**src/rtl/ifetch_stage.sv**
```systemverilog
// Instruction fetch stage: issues in-order word fetches, queues responses and presents them to decode.
// Optional performance counters are enabled by defining RVGA_IFETCH_PERF_EN.
module ifetch_stage #(
  parameter logic [31:0] RESET_PC = 32'h0000_0000,
  parameter int          FQ_DEPTH = 2
) (
  input  logic        clk,
  input  logic        rst,
  output logic        imem_req_v,
  output logic [31:0] imem_addr,
  input  logic        imem_ready,
  input  logic        imem_resp_v,
  input  logic [31:0] imem_resp_data,
  input  logic        redirect_v,
  input  logic [31:0] redirect_pc,
  input  logic        decode_stall,
  output logic        ifetch_decode_v,
  output logic [31:0] ifetch_decode_pc,
  output logic [31:0] ifetch_decode_instruction
`ifdef RVGA_IFETCH_PERF_EN
  ,
  output logic [31:0] perf_fetch_cnt,
  output logic [31:0] perf_drop_cnt
`endif
);

  localparam int PW = $clog2(FQ_DEPTH);
  localparam int CW = $clog2(FQ_DEPTH + 1);
  localparam logic [PW-1:0] LAST_IDX = PW'(FQ_DEPTH - 1);
  localparam logic [CW-1:0] DEPTH_C  = CW'(FQ_DEPTH);
  localparam logic [31:0]   NOP      = 32'h0000_0013;

  logic [31:0]         fetch_pc_reg;
  logic [31:0]         last_pc_reg;
  logic [PW-1:0]       head_reg, tail_reg, fill_reg;
  logic [CW-1:0]       count_reg, drop_reg, outst_reg;
  logic [31:0]         ent_pc   [FQ_DEPTH];
  logic [31:0]         ent_data [FQ_DEPTH];
  logic [FQ_DEPTH-1:0] ent_filled;

  logic          decode_v, pop, accept, drop_resp, fill, req_v;
  logic [CW-1:0] avail;
  logic          unused_addr_bits;

  // Low address bits of a redirect target are ignored by design.
  assign unused_addr_bits = ^redirect_pc[1:0];

  function automatic logic [PW-1:0] ptr_inc(input logic [PW-1:0] p);
    return (p == LAST_IDX) ? '0 : p + PW'(1);
  endfunction

  assign decode_v  = ent_filled[head_reg] & ~redirect_v;
  assign pop       = decode_v & ~decode_stall;
  // A slot freed by this cycle's pop may be reused immediately for full throughput.
  assign avail     = count_reg - CW'(pop) + drop_reg;
  assign req_v     = rst & ~redirect_v & (avail < DEPTH_C);
  assign accept    = req_v & imem_ready;
  assign drop_resp = imem_resp_v & (redirect_v | (drop_reg != '0));
  assign fill      = imem_resp_v & ~drop_resp;

  assign imem_req_v                = req_v;
  assign imem_addr                 = fetch_pc_reg;
  assign ifetch_decode_v           = decode_v;
  assign ifetch_decode_pc          = decode_v ? ent_pc[head_reg] : last_pc_reg;
  assign ifetch_decode_instruction = decode_v ? ent_data[head_reg] : NOP;

  always_ff @(posedge clk or negedge rst) begin
    if (!rst) begin
      fetch_pc_reg <= RESET_PC;
      last_pc_reg  <= RESET_PC;
      head_reg     <= '0;
      tail_reg     <= '0;
      fill_reg     <= '0;
      count_reg    <= '0;
      drop_reg     <= '0;
      outst_reg    <= '0;
    end else begin
      if (redirect_v) begin
        head_reg     <= '0;
        tail_reg     <= '0;
        fill_reg     <= '0;
        count_reg    <= '0;
        fetch_pc_reg <= {redirect_pc[31:2], 2'b00};
        // Everything still in flight is stale; a response landing now is already gone.
        drop_reg     <= outst_reg - CW'(imem_resp_v);
      end else begin
        if (accept) begin
          tail_reg     <= ptr_inc(tail_reg);
          fetch_pc_reg <= fetch_pc_reg + 32'd4;
        end
        if (pop) head_reg <= ptr_inc(head_reg);
        if (fill) fill_reg <= ptr_inc(fill_reg);
        count_reg <= count_reg + CW'(accept) - CW'(pop);
        if (imem_resp_v && (drop_reg != '0)) drop_reg <= drop_reg - CW'(1);
      end
      outst_reg <= outst_reg + CW'(accept) - CW'(imem_resp_v);
      if (decode_v) last_pc_reg <= ent_pc[head_reg];
    end
  end

  genvar gi;
  generate
    for (gi = 0; gi < FQ_DEPTH; gi++) begin : g_entry
      logic [31:0] pc_reg;
      logic [31:0] data_reg;
      logic        filled_reg;

      always_ff @(posedge clk or negedge rst) begin
        if (!rst) begin
          pc_reg     <= '0;
          data_reg   <= '0;
          filled_reg <= 1'b0;
        end else if (redirect_v) begin
          filled_reg <= 1'b0;
        end else begin
          if (fill && (fill_reg == PW'(gi))) begin
            data_reg   <= imem_resp_data;
            filled_reg <= 1'b1;
          end
          if (pop && (head_reg == PW'(gi))) filled_reg <= 1'b0;
          if (accept && (tail_reg == PW'(gi))) begin
            pc_reg     <= fetch_pc_reg;
            filled_reg <= 1'b0;
          end
        end
      end

      assign ent_pc[gi]     = pc_reg;
      assign ent_data[gi]   = data_reg;
      assign ent_filled[gi] = filled_reg;
    end
  endgenerate

`ifdef RVGA_IFETCH_PERF_EN
  logic [31:0] perf_fetch_reg, perf_drop_reg;

  always_ff @(posedge clk or negedge rst) begin
    if (!rst) begin
      perf_fetch_reg <= '0;
      perf_drop_reg  <= '0;
    end else begin
      if (pop) perf_fetch_reg <= perf_fetch_reg + 32'd1;
      if (drop_resp) perf_drop_reg <= perf_drop_reg + 32'd1;
    end
  end

  assign perf_fetch_cnt = perf_fetch_reg;
  assign perf_drop_cnt  = perf_drop_reg;
`endif

endmodule
```
**config.mk**
```make
export PLATFORM = sky130hd
export DESIGN_NAME = ifetch_stage
export DESIGN_NICKNAME = d
export VERILOG_FILES = /design/src/rtl/ifetch_stage.sv
export SDC_FILE = /design/constraint.sdc
export NUM_CORES = 1
export LEC_CHECK = 0
export CAP_MARGIN = 20
export CORE_MARGIN = 2
export CORE_UTILIZATION = 40
export DETAILED_ROUTE_END_ITERATION = 7
export GPL_TIMING_DRIVEN = 0
export HOLD_SLACK_MARGIN = 0.03
export PLACE_DENSITY = 0.73
export SYNTH_ARGS = -nofsm -noshare
export SYNTH_HDL_FRONTEND = slang
export SYNTH_SLANG_ARGS = --single-unit
```
**constraint.sdc**
```tcl
create_clock -name clk -period 5.6 [get_ports clk]
set_clock_uncertainty 0.15 [all_clocks]
set_input_delay 1.12 -clock clk [delete_from_list [all_inputs] [get_ports clk]]
set_output_delay 1.12 -clock clk [all_outputs]
set_load 0.01 [all_outputs]
```
==> impl_summary.txt <==
----------------------------------------------------
[Outcome]
  Run status ... complete, no violations

[Route]
  Routed via count ... 6458
  Initial detailed-routing violation count ... 403
  Detailed-route wire length per cell ... 18.5 microns
  Drc violations ... 0
  Via/cell ratio ... 5.30
  Wirelength, routed ... 22500 microns
  Count of TritonRoute iterations in the first routing pass ... 4
  Number of nets with antenna violations after routing ... 0

[Synth]
  Synthesized-area fraction occupied by and/or/nand/nor cells ... 10.1%
  Dominant combinational cell family by area after synthesis ... multiplexers
  Yosys warning count ... 0
  Post-synthesis compound-gate area fraction ... 6.47%
  Sequential cell area fraction in the yosys report ... 55.3%
  Flops & latches, synth ... 197
  Mapped Area ... roughly 0.009 sq mm
  Average size of a mapped cell ... between 10 and 15 sq um
  Synth unique cells ... 45
  Area share of the largest cell type after synthesis ... a little under three fifths
  Synth Area in Adders ... 0.983%
  Post-synthesis cell count ... between 700 and 800
  Share of cell area taken by muxes after synthesis ... a little under a quarter
  Library cell with the largest summed area after synthesis ... sky130_fd_sc_hd__dfrtp_1
  Xor/xnor share of the synthesized area ... 1.28%
  Main area contributors after synthesis ... sky130_fd_sc_hd__dfrtp_1 (55%), sky130_fd_sc_hd__mux2_2 (16%), sky130_fd_sc_hd__mux2i_1 (7.1%)

[Floorplanning]
  Overall die area ... roughly 0.023 sq mm
  # rows ... 54
  Chip height ... about 150 microns
  Horizontal die dimension ... between 150 and 200 microns
  CORE AREA ... between 0.02 and 0.025 sq mm
  Number of top-level design ports ... 168
  Starting density of the core ... between 40% and 50%

[Clock tree]
  Clock sinks ... slightly below 200
  Post-CTS Setup Repair Bufs ... 0
  Clock Tree Root ... sky130_fd_sc_hd__clkbuf_16
  Inserted Clock Buffers ... 17
  CTS tree ... done
  Clock-pin slew on the worst setup and hold paths ... 0.07 ns
  H-tree levels ... 4
  Clk_lat worst skew ... ~0.44 ns
  Post-CTS Hold Buffers ... 0
  Number of gates resized after cts ... 0
  Maximum buffer depth of the clock tree ... 2

[Critical path]
  Path type of the worst setup path ... input pin to primary output
  R2R Path Start ... head_reg$_DFFE_PN0P_
  Arrival time worst endpoint ... 3.65 ns
  Worst setup EP type ... primary output
  List of cells traversed by the critical path ... clkdlybuf4s50_1 -> or2_2 -> clkbuf_1 -> clkbuf_1 -> nand2_1 -> o21ai_0 -> clkdlybuf4s50_1
  Critical-path cell with the highest stage delay ... sky130_fd_sc_hd__clkdlybuf4s50_1
  Internal reg-to-reg setup slack ... ~2.4 ns
  CP Buf/Inv Count ... 4
  Critical path startpoint category ... input pin
  Crit path required time ... 4.33 ns
  Critical path origin ... redirect_v
  Max stage delay on crit path ... 0.59 ns
  Critical path's top delay family ... buffers and inverters
  Crit path max fanout ... 10

[Place]
  Pre-CTS setup slack ... 0.694 ns
  Final GP Congestion ... 0.837
  Number of cells in the design after placement ... 1188
  Cell Area, Placed ... 0.0109 sq mm
  Post-DP HPWL ... around 16000 microns
  Number of port buffers ... approximately 160

[Cells and area]
  Fraction of layout cells with a size suffix above 1 ... around 19%
  Synthesis-to-layout area growth ... 29.1%
  Post-route design area ... 0.0115 sq mm
  Final net count ... 1004
  Post-layout utilization of the core ... between 50% and 60%
  Max FFs per register ... 64
  Final std cells w/o fill ... around 1200
  Antenna Diode Count ... 0

[Pwr]
  Power per cell area ... 428 mW/mm^2
  Leak Pwr ... approximately 4.8 nW
  Total power draw ... 4.92 mW
  Peak supply drop ... 0.000193 V

[Timing]
  Setup slack of the critical path after layout ... 0.681 ns
  Final sum of negative setup slack ... 0 ns
  Actual slew at the worst max-slew pin ... roughly 0.95 ns
  Final critical-path share of the clock period ... roughly 88%
  Unrepaired setup endpoints after global routing ... no
  Count of endpoints failing hold in the final timing report ... 0
  Final count of pins violating max slew ... 0
  Headroom to the max-slew limit ... 36.1%
  Clock period minus final worst setup slack ... ~5 ns
  Setup violations, final ... 0
  Highest Clock Rate ... 203 MHz
  Hold slack final ... between 0.3 and 0.4 ns

[Global routing]
  Grt ovf ... 0
  Vias in the first global route ... around 6600
  Antenna violations before repair ... 0
  Overall routing resource usage ... around a fifth
  Largest net degree at the start of global routing ... approximately 120
  Wire length of the first global-routing pass ... 36200 microns

[Job]
  Maximum capacitance violations ... 0

[Worst hold path]
  Start point of the worst hold path ... last_pc_reg[0]$_DFF_PN0_
  Class of the most critical hold timing path ... flip-flop to flip-flop

----------------------------------------------------
[kinds of logic (layout without fill, tap and decap cells)]
group | after synthesis | after routing
muxes | 187 | 187
other | 1 | 2
adders and majority gates | 7 | 7
DFF | 197 | 197
xor gates and xnor gates | 13 | 13
and+or+nand+nor | 192 | 192
buffers and inverters | 59 | 254
AOI/OAI and AO/OA | 87 | 87
[metal layers]
layer	global-route usage [%]	wire length, microns	vias up
li1	-	-	3022
met1	25.9	9940	3187
met2	31.2	10500	223
met3	6.18	1730	26
met4	5.60	364	0
met5	0	0	-
[cell type report]
| class | instances | area [sq um] |
|---|---|---|
| Buffer | 46 | 225 |
| Tap cell | 280 | 350 |
| Inverter | 13 | 51.3 |
| Sequential cell | 197 | 4930 |
| Clock buffer | 18 | 429 |
| Fill cell | 1921 | 10300 |
| Multi-Input combinational cell | 488 | 3710 |
| Clock inverter | 13 | 150 |
| Timing Repair Buffer | 164 | 1660 |
[placed cells by master (no fill, tap or decap), drive strengths merged, types with 21 or more instances in the layout]
cell type | Yosys | routed
mux2i | 63 | 63
nand2 | 76 | 76
nor2 | 45 | 45
mux2 | 124 | 124
clkbuf | 27 | 45
buf | 19 | 21
nand3 | 22 | 22
dfrtp | 197 | 197
o21ai | 38 | 38
clkdlybuf4s50 | 0 | 162
[cells in the mapped netlist]
master,number
sky130_fd_sc_hd__nor2_1,44
sky130_fd_sc_hd__and2_1,4
sky130_fd_sc_hd__a21oi_1,3
sky130_fd_sc_hd__buf_4,5
sky130_fd_sc_hd__o31ai_1,2
sky130_fd_sc_hd__a21o_1,2
sky130_fd_sc_hd__conb_1,1
sky130_fd_sc_hd__nand3_2,1
sky130_fd_sc_hd__nor3_1,4
sky130_fd_sc_hd__a211oi_1,1
sky130_fd_sc_hd__nor4_1,3
sky130_fd_sc_hd__and3_1,5
sky130_fd_sc_hd__nor2b_1,4
sky130_fd_sc_hd__o311ai_0,18
sky130_fd_sc_hd__nand2_1,76
sky130_fd_sc_hd__a31oi_1,2
sky130_fd_sc_hd__buf_6,4
sky130_fd_sc_hd__nor2_2,1
sky130_fd_sc_hd__o211ai_1,15
sky130_fd_sc_hd__a222oi_1,1
sky130_fd_sc_hd__or4b_4,1
sky130_fd_sc_hd__a221o_1,1
sky130_fd_sc_hd__buf_2,3
sky130_fd_sc_hd__nand3_1,21
sky130_fd_sc_hd__xnor2_1,5
sky130_fd_sc_hd__a32oi_1,1
sky130_fd_sc_hd__or3_1,5
sky130_fd_sc_hd__o21bai_1,1
sky130_fd_sc_hd__o21ai_0,38
sky130_fd_sc_hd__or4_1,5
sky130_fd_sc_hd__inv_4,1
sky130_fd_sc_hd__o22ai_1,1
sky130_fd_sc_hd__buf_1,7
sky130_fd_sc_hd__clkbuf_1,27
sky130_fd_sc_hd__o311ai_1,1
sky130_fd_sc_hd__ha_1,7
sky130_fd_sc_hd__and4_1,4
sky130_fd_sc_hd__inv_1,12
sky130_fd_sc_hd__dfrtp_1,197
sky130_fd_sc_hd__nand4_1,10
sky130_fd_sc_hd__nand2b_1,2
sky130_fd_sc_hd__mux2i_1,63
sky130_fd_sc_hd__mux2_2,124
sky130_fd_sc_hd__xor2_1,8
sky130_fd_sc_hd__or2_2,2
[path summary, 6_finish.rpt]
check / to / cells past startpoint
max: ifetch_decode_pc[28] / 7
min: last_pc_reg[0]$_DFF_PN0_ / 1
max reg2reg: outst_reg[1]$_DFF_PN0_ / 13
min reg2reg: last_pc_reg[0]$_DFF_PN0_ / 1
max in group asynchronous: g_entry[1].pc_reg[9]$_DFFE_PN0P_ / 2
min in group asynchronous: g_entry[0].data_reg[10]$_DFFE_PN0P_ / 1
[report_power, final]
group	internal, mW	switching, mW	total [mW]
clock network	0.665	0.560	1.22
logic	0.840	0.640	1.48
registers	1.95	0.272	2.22
total	3.45	1.47	4.92
Power figures use the tool's default switching activity.
